`src/rtl/lru_pkg.sv`:
```
// Shared defaults and the response record for the LRU store.
// Pure types and constants; no logic, no latency.
package lru_pkg;
    localparam int LRU_DATA_W = 16;
    localparam int LRU_DEPTH  = 8;
    localparam int LRU_CNT_W  = 16;
    localparam int LRU_IDX_W  = $clog2(LRU_DEPTH);

    typedef struct packed {
        logic                  hit;
        logic [LRU_IDX_W-1:0]  index;
        logic                  evict;
        logic [LRU_DATA_W-1:0] evict_data;
    } lru_rsp_t;
endpackage

```
`src/rtl/lru_age_tracker.sv`:
```
// True-LRU age permutation with invalid-first victim choice; victim is combinational,
// ages update on the touch edge. No backpressure: the parent never touches and flushes together.
module lru_age_tracker #(
    parameter int DEPTH = 8,
    parameter int IDX_W = $clog2(DEPTH)
) (
    input  logic             clk,
    input  logic             rst,
    input  logic             i_touch,
    input  logic [IDX_W-1:0] i_touch_idx,
    input  logic             i_flush,
    input  logic [DEPTH-1:0] i_valid_vec,
    output logic [IDX_W-1:0] o_victim
);
    logic [IDX_W-1:0] r_age [DEPTH];
    logic             w_found;

    always_comb begin
        o_victim = '0;
        w_found  = 1'b0;
        for (int i = 0; i < DEPTH; i++) begin
            if (!i_valid_vec[i] && !w_found) begin
                o_victim = IDX_W'(i);
                w_found  = 1'b1;
            end
        end
        if (!w_found) begin
            for (int i = 0; i < DEPTH; i++) begin
                if (r_age[i] == IDX_W'(DEPTH-1))
                    o_victim = IDX_W'(i);
            end
        end
    end

    // Touched entry becomes youngest; only entries younger than it age by one.
    always_ff @(posedge clk or negedge rst) begin
        if (!rst) begin
            for (int i = 0; i < DEPTH; i++)
                r_age[i] <= IDX_W'(i);
        end else if (i_flush) begin
            for (int i = 0; i < DEPTH; i++)
                r_age[i] <= IDX_W'(i);
        end else if (i_touch) begin
            for (int i = 0; i < DEPTH; i++) begin
                if (IDX_W'(i) == i_touch_idx)
                    r_age[i] <= '0;
                else if (r_age[i] < r_age[i_touch_idx])
                    r_age[i] <= r_age[i] + IDX_W'(1);
            end
        end
    end
endmodule

```
`src/rtl/lru_cache_param.sv`:
```
// Fully associative DEPTH-word store with true-LRU replacement, flush and statistics.
// Response one cycle after accept; in_ready drops only during flush.
module lru_cache_param
    import lru_pkg::*;
#(
    parameter int DATA_W = LRU_DATA_W,
    parameter int DEPTH  = LRU_DEPTH,
    parameter int IDX_W  = $clog2(DEPTH),
    parameter int CNT_W  = LRU_CNT_W
) (
    input  logic              clk,
    input  logic              rst,
    input  logic              in_valid,
    output logic              in_ready,
    input  logic [DATA_W-1:0] in_data,
    input  logic              flush,
    input  logic              clr_stats,
    output logic              rsp_valid,
    output logic              rsp_hit,
    output logic [IDX_W-1:0]  rsp_index,
    output logic              rsp_evict,
    output logic [DATA_W-1:0] rsp_evict_data,
    input  logic [IDX_W-1:0]  rd_idx,
    output logic [DATA_W-1:0] rd_data,
    output logic              rd_vld,
    output logic [IDX_W:0]    occupancy,
    output logic [CNT_W-1:0]  hit_cnt,
    output logic [CNT_W-1:0]  miss_cnt
);
    typedef struct packed {
        logic              hit;
        logic [IDX_W-1:0]  index;
        logic              evict;
        logic [DATA_W-1:0] evict_data;
    } rsp_t;

    logic [DATA_W-1:0] r_mem [DEPTH];
    logic [DEPTH-1:0]  r_valid;
    rsp_t              r_rsp;
    logic              r_rsp_vld;
    logic [IDX_W:0]    r_occ;
    logic [CNT_W-1:0]  r_hit_cnt;
    logic [CNT_W-1:0]  r_miss_cnt;

    logic              w_accept;
    logic              w_hit;
    logic [IDX_W-1:0]  w_hit_idx;
    logic [IDX_W-1:0]  w_victim;
    logic [IDX_W-1:0]  w_target;
    logic              w_evict;

    assign in_ready = !flush;
    assign w_accept = in_valid && in_ready;

    // Scan downwards so the lowest matching index is the one left standing.
    always_comb begin
        w_hit     = 1'b0;
        w_hit_idx = '0;
        for (int i = DEPTH-1; i >= 0; i--) begin
            if (r_valid[i] && r_mem[i] == in_data) begin
                w_hit     = 1'b1;
                w_hit_idx = IDX_W'(i);
            end
        end
    end

    assign w_target = w_hit ? w_hit_idx : w_victim;
    assign w_evict  = !w_hit && r_valid[w_victim];

    lru_age_tracker #(.DEPTH(DEPTH), .IDX_W(IDX_W)) u_age (
        .clk         (clk),
        .rst         (rst),
        .i_touch     (w_accept),
        .i_touch_idx (w_target),
        .i_flush     (flush),
        .i_valid_vec (r_valid),
        .o_victim    (w_victim)
    );

    always_ff @(posedge clk or negedge rst) begin
        if (!rst) begin
            for (int i = 0; i < DEPTH; i++)
                r_mem[i] <= '0;
            r_valid   <= '0;
            r_rsp     <= '0;
            r_rsp_vld <= 1'b0;
            r_occ     <= '0;
        end else begin
            r_rsp_vld <= w_accept;
            if (flush) begin
                r_valid <= '0;
                r_occ   <= '0;
            end else if (w_accept) begin
                r_mem[w_target]   <= in_data;
                r_valid[w_target] <= 1'b1;
                r_rsp.hit         <= w_hit;
                r_rsp.index       <= w_target;
                r_rsp.evict       <= w_evict;
                r_rsp.evict_data  <= w_evict ? r_mem[w_victim] : '0;
                if (!w_hit && !w_evict)
                    r_occ <= r_occ + (IDX_W+1)'(1);
            end
        end
    end

    // A coincident clear wins, so the access in that cycle goes uncounted.
    always_ff @(posedge clk or negedge rst) begin
        if (!rst) begin
            r_hit_cnt  <= '0;
            r_miss_cnt <= '0;
        end else if (clr_stats) begin
            r_hit_cnt  <= '0;
            r_miss_cnt <= '0;
        end else if (w_accept) begin
            if (w_hit && r_hit_cnt != {CNT_W{1'b1}})
                r_hit_cnt <= r_hit_cnt + CNT_W'(1);
            if (!w_hit && r_miss_cnt != {CNT_W{1'b1}})
                r_miss_cnt <= r_miss_cnt + CNT_W'(1);
        end
    end

    assign rd_data        = (32'(rd_idx) < DEPTH) ? r_mem[rd_idx]   : '0;
    assign rd_vld         = (32'(rd_idx) < DEPTH) ? r_valid[rd_idx] : 1'b0;
    assign rsp_valid      = r_rsp_vld;
    assign rsp_hit        = r_rsp.hit;
    assign rsp_index      = r_rsp.index;
    assign rsp_evict      = r_rsp.evict;
    assign rsp_evict_data = r_rsp.evict_data;
    assign occupancy      = r_occ;
    assign hit_cnt        = r_hit_cnt;
    assign miss_cnt       = r_miss_cnt;
endmodule
```
`config.mk`:
```
export PLATFORM = sky130hd
export DESIGN_NAME = lru_cache_param
export DESIGN_NICKNAME = d
export VERILOG_FILES = /design/src/rtl/lru_pkg.sv /design/src/rtl/lru_age_tracker.sv /design/src/rtl/lru_cache_param.sv
export SDC_FILE = /design/constraint.sdc
export NUM_CORES = 1
export LEC_CHECK = 0
export ABC_CLOCK_PERIOD_IN_PS = 4700
export BUFFER_PORTS_ARGS = -buffer_cell sky130_fd_sc_hd__buf_2
export CAP_MARGIN = 20
export CORE_MARGIN = 2
export CORE_UTILIZATION = 44
export CTS_CLUSTER_SIZE = 8
export DETAILED_ROUTE_END_ITERATION = 8
export PLACE_DENSITY_LB_ADDON = 0.1
export SLEW_MARGIN = 20
export SYNTH_ARGS = -nofsm -noshare
export SYNTH_HDL_FRONTEND = slang
export SYNTH_SLANG_ARGS = --single-unit
```
`constraint.sdc`:
```
create_clock -name clk -period 4.7 [get_ports clk]
set_clock_uncertainty 0.2 [all_clocks]
set_input_delay 0.94 -clock clk [delete_from_list [all_inputs] [get_ports clk]]
set_output_delay 0.94 -clock clk [all_outputs]
set_load 0.005 [all_outputs]
```
==> results.yml, run 1 <==
worst_setup_path:
  critPathMaxFanout: 4
  critPathMaxStageDelay_ps: 520
  crit_path_start_kind: "primary input"
  cp.arrival_ps: 4790
  startpoint: "in_data[8]"
  crit_type: "primary input to register"
  path_cells: "buf_2 > xor2_1 > or4b_1 > or4_4 > o22ai_2 > o21ba_4 > o21a_1 > nor2_2 > a211oi_2 > a211oi_2 > a31oi_4 > buf_4 > ha_2 > or3_4 > o31a_1 > a221o_1"
  crit_family: "compound AO/OA/AOI/OAI gates"
  critPathCaptureType: "register"
  slowest_stage: "or4b_1"
  worst-path-buf-inv: 2
  cp_common_cell: "a211oi_2"
  cp.required_ps: 4970
  r2r-start: "r_mem[43]"
synth:
  synth_nets: 1440
  synthMuxAreaShare_pct: 17.8
  synth_area_leaders: "dfrtp_1, mux2_2, xnor2_1, mux4_2, nand2_1"
  yosysWarnings: 0
  yosysTopAreaCell: "dfrtp_1"
  synth_xor_area_share_pct: 9.80
  synth_compound_area_share_pct: 9.72
  yosysTopAreaCellShare_pct: 37.0
  synthAdderAreaFrac_pct: 2.57
  async_reset_ff_share_pct: 100
  synth_seq_area_share_pct: 39.2
  synth-simple-area-share_pct: 17.1
  synth_top_family_by_area: "multiplexers"
  synth-seq-cells: 218
  postSynthAreaPerCell_um2: 10.0
  netlist_instances: 1389
  synthDistinctLibCells: 85
  synth-main-ff-cell: "dfrtp_1"
  netlist_area_um2: 13900
  synth_edf_count: 0
routing:
  drc_errors: 0
  final_antenna_net_count: 0
  via_count: 12100
  vias_per_cell: 5.93
  drtIter0Drc: 1074
  drt_pass1_iterations: 7
  drt-wirelength-per-cell_um: 23.7
  wirelength_um: 48200
timing:
  final.min_clock_period_ps: 4520
  fmax_mhz: 221
  setup_viol: 0
  period_share_pct: 96.2
  rsz0062_at_grt: "false"
  max-slew-margin-rel_pct: 30.1
  holdWs_ps: 137
  hold_viol: 0
  slew_viol_final: 0
  max_slew.worst_pin.slew_ps: 1040
power_and_ir_drop:
  leakage_nw: 7.72
  internal-power_mw: 3.99
  pwr-share-comb_pct: 25.5
  clkPwrFrac_pct: 35.8
  p_sw_mw: 1.81
  power.density_nw_per_um2: 336
  vdd_drop_max_mv: 0.292
  p_sw_share_pct: 31.2
  finalPower_mw: 5.80
  pwr-share-seq_pct: 38.8
global_route:
  track_usage_pct: 29.4
  overflow: 0
  first_global_vias: 11900
  grt_antenna_before_repair: 0
  grt_max_degree: 79
  grt_pass1_wl_um: 74000
cts:
  clock_latency_ps: 580
  path_clk_slew_ps: 60
  cts-root-buf: "clkbuf_16"
  clock_path_buffers: 3
  cts_tree: "yes"
  postCtsSetupRepairBufs: 0
  cts-buffers-inserted: 31
  clock-sinks: 218
  htreeDepth: 1
layout:
  design_area_um2: 17300
  fin_nets: 1672
  fillerInstances: 2857
  final_cells: 2037
  layout_commonest_cell: "dfrtp_1"
  final_util_pct: 55.0
  drive_gt1_share_pct: 34.7
  layout_common_cells: "dfrtp_1, nand2_1, buf_4"
  diodes: 0
  areaGrowthSynthToFinish_pct: 23.7
floorplanning:
  die_w_um: 182
  std_cell_rows: 65
  die_h_um: 182
  core_area_um2: 31400
  design.die.area_um2: 33100
  io_pins: 100
  initial_core_util_pct: 44.4
placed_design:
  gp_congestion: 1.01
  io_buffer_count: 99
  postPlaceCellArea_um2: 16400
  dp_hpwl_um: 35000
  place_inst: 1990
job:
  timing.max_cap.violations: 0
worst_hold_path:
  hold_path_class: "primary input to asynchronous set/reset pin"
outcome:
  status: "finished, final reports clean"
## through the flow
step | setup TNS, ps | worst slack (ps)
finish | 0 | 181
detailed placement | -11510 | -351
global route | 0 | 1.81
CTS | 0 | 207
floorplan | -150 | -58.9
global placement | -10470 | -298
## layer usage
metal  share of wire, %  routed length [um]  global-route usage (%)  vias to the layer above
met4                3.1                1470                    8.65                        0
met3                7.8                3760                    5.78                       88
met1                 45               21600                    42.7                     6058
li1                   -                   -                       -                     5482
met5                  0                   0                       0                        -
met2                 44               21300                    44.5                      457
## final cells by class
type | count | area (um2) | share of cell area, %
inverters | 27 | 101 | 0.587
flip-flops and latches | 218 | 5470 | 31.7
repair buffers | 298 | 2200 | 12.7
clock buffers | 46 | 832 | 4.82
multi-input cells | 1045 | 8120 | 47.1
well taps | 402 | 503 | 2.91
clock inverters | 1 | 30.0 | 0.174
## worst paths after layout
| path | to | slack (ps) | cells past startpoint |
|---|---|---|---|
| max reg2reg | u_age.r_age[4] | 230 | 15 |
| min reg2reg | rsp_evict | 260 | 2 |
| max | u_age.r_age[4] | 180 | 16 |
| min | r_mem[106] | 140 | 1 |
| min in group clk | rsp_evict | 260 | 2 |
| max in group asynchronous | u_age.r_age[11] | 3220 | 2 |
## power by group through the flow
stage | clock (mW) | combinational [mW] | sequential [mW]
finish | 2.07 | 1.48 | 2.25
global route | 2.19 | 1.58 | 2.27
CTS | 2.11 | 1.46 | 2.24
detailed placement | 0 | 1.45 | 2.27
global placement | 0 | 1.44 | 2.27
floorplan | 0 | 0.809 | 2.20
## worst register-to-register path, stage by stage (launching register included)
cell	delay, ps
dfrtp_1	450
xor2_1	200
or4b_1	510
or4_4	450
o22ai_2	230
o21ba_4	200
o21a_1	250
nor2_2	130
a211oi_2	60
a211oi_2	280
a31oi_4	70
buf_4	180
ha_2	190
or3_4	370
o31a_1	280
a221o_1	330
## kinds of logic after synthesis
family          count (synthesis)
simple gates                  490
buf+inv                       126
xor+xnor                      156
fa+ha+maj                      29
mux                           187
flops                         218
compound gates                183
## synthesized netlist by cell type (all sizes together), types with 23 or more instances
master  count
nor2       65
and3       24
clkbuf     58
a31oi      23
mux2      147
xor2       38
nand2     199
mux4       34
o21ai      41
nand3      71
buf        41
ha         27
dfrtp     206
xnor2     118
inv        26
nand4      48
## sequential cells by signal, summed over array words and instances (netlist names)
signal,cells
rsp_valid,1
rsp_hit,1
u_age.r_age,24
hit_cnt,16
rsp_evict,1
rsp_evict_data,16
r_mem,128
rsp_index,3
r_valid,8
occupancy,4
miss_cnt,16
## repair_timing
action	CTS	global route
hold buffers	0	0
setup endpoints to repair	0	1
resized for setup	0	2
endpoints found under the hold margin	0	0
(Power assumes the default switching activity.)
==> run 2, diff against run 1 <==
Settings changed: RECOVER_POWER from default to 100.
==> run 2 against run 1 <==
- critical endpoint is now r_mem[6]
- critical path depth is 1 lower
- die area unchanged
- the run now ends with max-capacitance violations, max-slew violations left
- final area is 1.0% lower
- maximum frequency down 1.9%
- power down 0.14%
- routed wire length barely moved
- global-route usage did not move
- first-iteration DRC count down 0.65%
- critical path type unchanged
- worst hold slack improved by 130 ps
- utilization decreased by 0.55 points
==> results.yml, run 2 (synthesized netlist as in run 1, its figures left out) <==
outcome:
  status: "finished, violations left"
  violations: "max-capacitance violations, max-slew violations"
global_route:
  grt_max_degree: 79
  track_usage_pct: 29.4
  first_global_vias: 11900
  grt_antenna_before_repair: 0
  overflow: 0
  grt_pass1_wl_um: 74000
cts:
  path_clk_slew_ps: 50
  htreeDepth: 1
  cts-root-buf: "clkbuf_16"
  clock_latency_ps: 580
  clock_path_buffers: 3
  cts_tree: "yes"
  cts-buffers-inserted: 31
  clock-sinks: 218
  cts_hold_buf: 0
layout:
  top_register: "r_mem"
  layout_commonest_cell: "dfrtp_1"
  seq_area_um2: 5470
  top_regs: "r_mem x128, u_age.r_age x24"
  layout_common_cells: "dfrtp_1, nand2_1, buf_4"
  fillerInstances: 2896
  largest_reg_flops: 128
  multiInputGateArea_um2: 8090
  drive_gt1_share_pct: 31.2
  areaGrowthSynthToFinish_pct: 22.5
  fin_nets: 1672
  design_area_um2: 17100
  diodes: 0
floorplanning:
  design.die.area_um2: 33100
  die_w_um: 182
  die_h_um: 182
  core_area_um2: 31400
  std_cell_rows: 65
  initial_core_util_pct: 44.4
  io_pins: 100
power_and_ir_drop:
  p_sw_mw: 1.81
  clkPwrFrac_pct: 35.8
  vdd_drop_max_mv: 0.292
  power.density_nw_per_um2: 339
  internal-power_mw: 3.98
  pwr-share-seq_pct: 38.9
  pwr-share-comb_pct: 25.3
  leakage_nw: 7.52
  p_sw_share_pct: 31.3
worst_setup_path:
  critPathMaxFanout: 10
  critPathCaptureType: "register"
  crit_type: "primary input to register"
  cp.required_ps: 4950
  crit_path_start_kind: "primary input"
  startpoint: "in_data[4]"
  cp.arrival_ps: 4860
  r2r_slack_ps: 190
  r2r-start: "r_mem[40]"
placed_design:
  gp_congestion: 1.01
  postPlaceCellArea_um2: 16400
  dp_hpwl_um: 35000
  io_buffer_count: 99
  place_ws_ps: -351
timing:
  period_share_pct: 98.0
  slew_viol_final: 105
  setup_viol: 0
  setup_ws_ps: 94.9
  holdWs_ps: 267
  rsz0062_at_grt: "false"
  final.min_clock_period_ps: 4610
  max-slew-margin-rel_pct: -134
  fmax_mhz: 217
  hold_viol: 0
  max_slew.worst_pin.slew_ps: 3510
routing:
  drtIter0Drc: 1067
  drt-wirelength-per-cell_um: 23.7
  via_count: 12100
  drc_errors: 0
  wirelength_um: 48200
  final_antenna_net_count: 0
  vias_per_cell: 5.94
  drt_pass1_iterations: 5
worst_hold_path:
  hp-start: "rsp_evict_data[1]"
  hold_path_class: "register to register"
job:
  timing.max_cap.violations: 2
## run 2: path summary, 6_finish.rpt
kind | end | cells after the start
min in group asynchronous | r_mem[106] | 1
min | rsp_evict_data[1] | 2
max reg2reg | r_mem[6] | 14
max | r_mem[6] | 15
max in group asynchronous | u_age.r_age[19] | 1
min reg2reg | rsp_evict_data[1] | 2
## run 2: layout make-up
class | instances | area share [%]
Clock inverter | 1 | 0.176
Timing Repair Buffer | 298 | 12.1
Multi-Input combinational cell | 1045 | 47.3
Tap cell | 402 | 2.94
Inverter | 27 | 0.593
Clock buffer | 46 | 4.87
Sequential cell | 218 | 32.0
## run 2: power by group through the flow
stage	clock [mW]	combinational [mW]	sequential (mW)
3_5_place_dp	0	1.45	2.27
2_1_floorplan	0	0.809	2.20
4_1_cts	2.11	1.46	2.24
3_3_place_gp	0	1.44	2.27
5_1_grt	2.19	1.57	2.27
6_report	2.07	1.47	2.25
## run 2: critical path: stages
cell and delay (ps):
buf_2 180, xor2_1 190, or4b_1 540, or4_4 470, o2bb2ai_4 200, buf_4 130
nor3_1 50, nor2_1 250, buf_4 210, buf_4 140, buf_4 120, nand3_1 140
nor2_1 420, clkbuf_2 470, mux2_2 390
## run 2: timing repair
| item | 4_1_cts | 5_1_grt |
|---|---|---|
| gates resized for setup | 0 | 2 |
| buffers inserted | 0 | 0 |
| endpoints found under the setup margin | 0 | 1 |
## run 2: layer usage
metal | global-route usage [%] | wire (um) | up-vias
met4 | 8.65 | 1490 | 0
met3 | 5.78 | 4020 | 84
met2 | 44.5 | 21400 | 492
met5 | 0 | 0 | -
met1 | 42.7 | 21300 | 6041
li1 | - | - | 5476
## run 2: per-stage QoR
step | instances | TNS, ps | total power, mW | utilization, %
after floorplan | 1389 | -150 | 3.01 | -
after global placement | 1990 | -10470 | 3.71 | 52.2
after global routing | 2037 | 0 | 6.03 | 54.4
after CTS | 2037 | 0 | 5.82 | 54.9
final | 2037 | 0 | 5.79 | 54.4
after detailed placement | 1990 | -11510 | 3.73 | 52.2
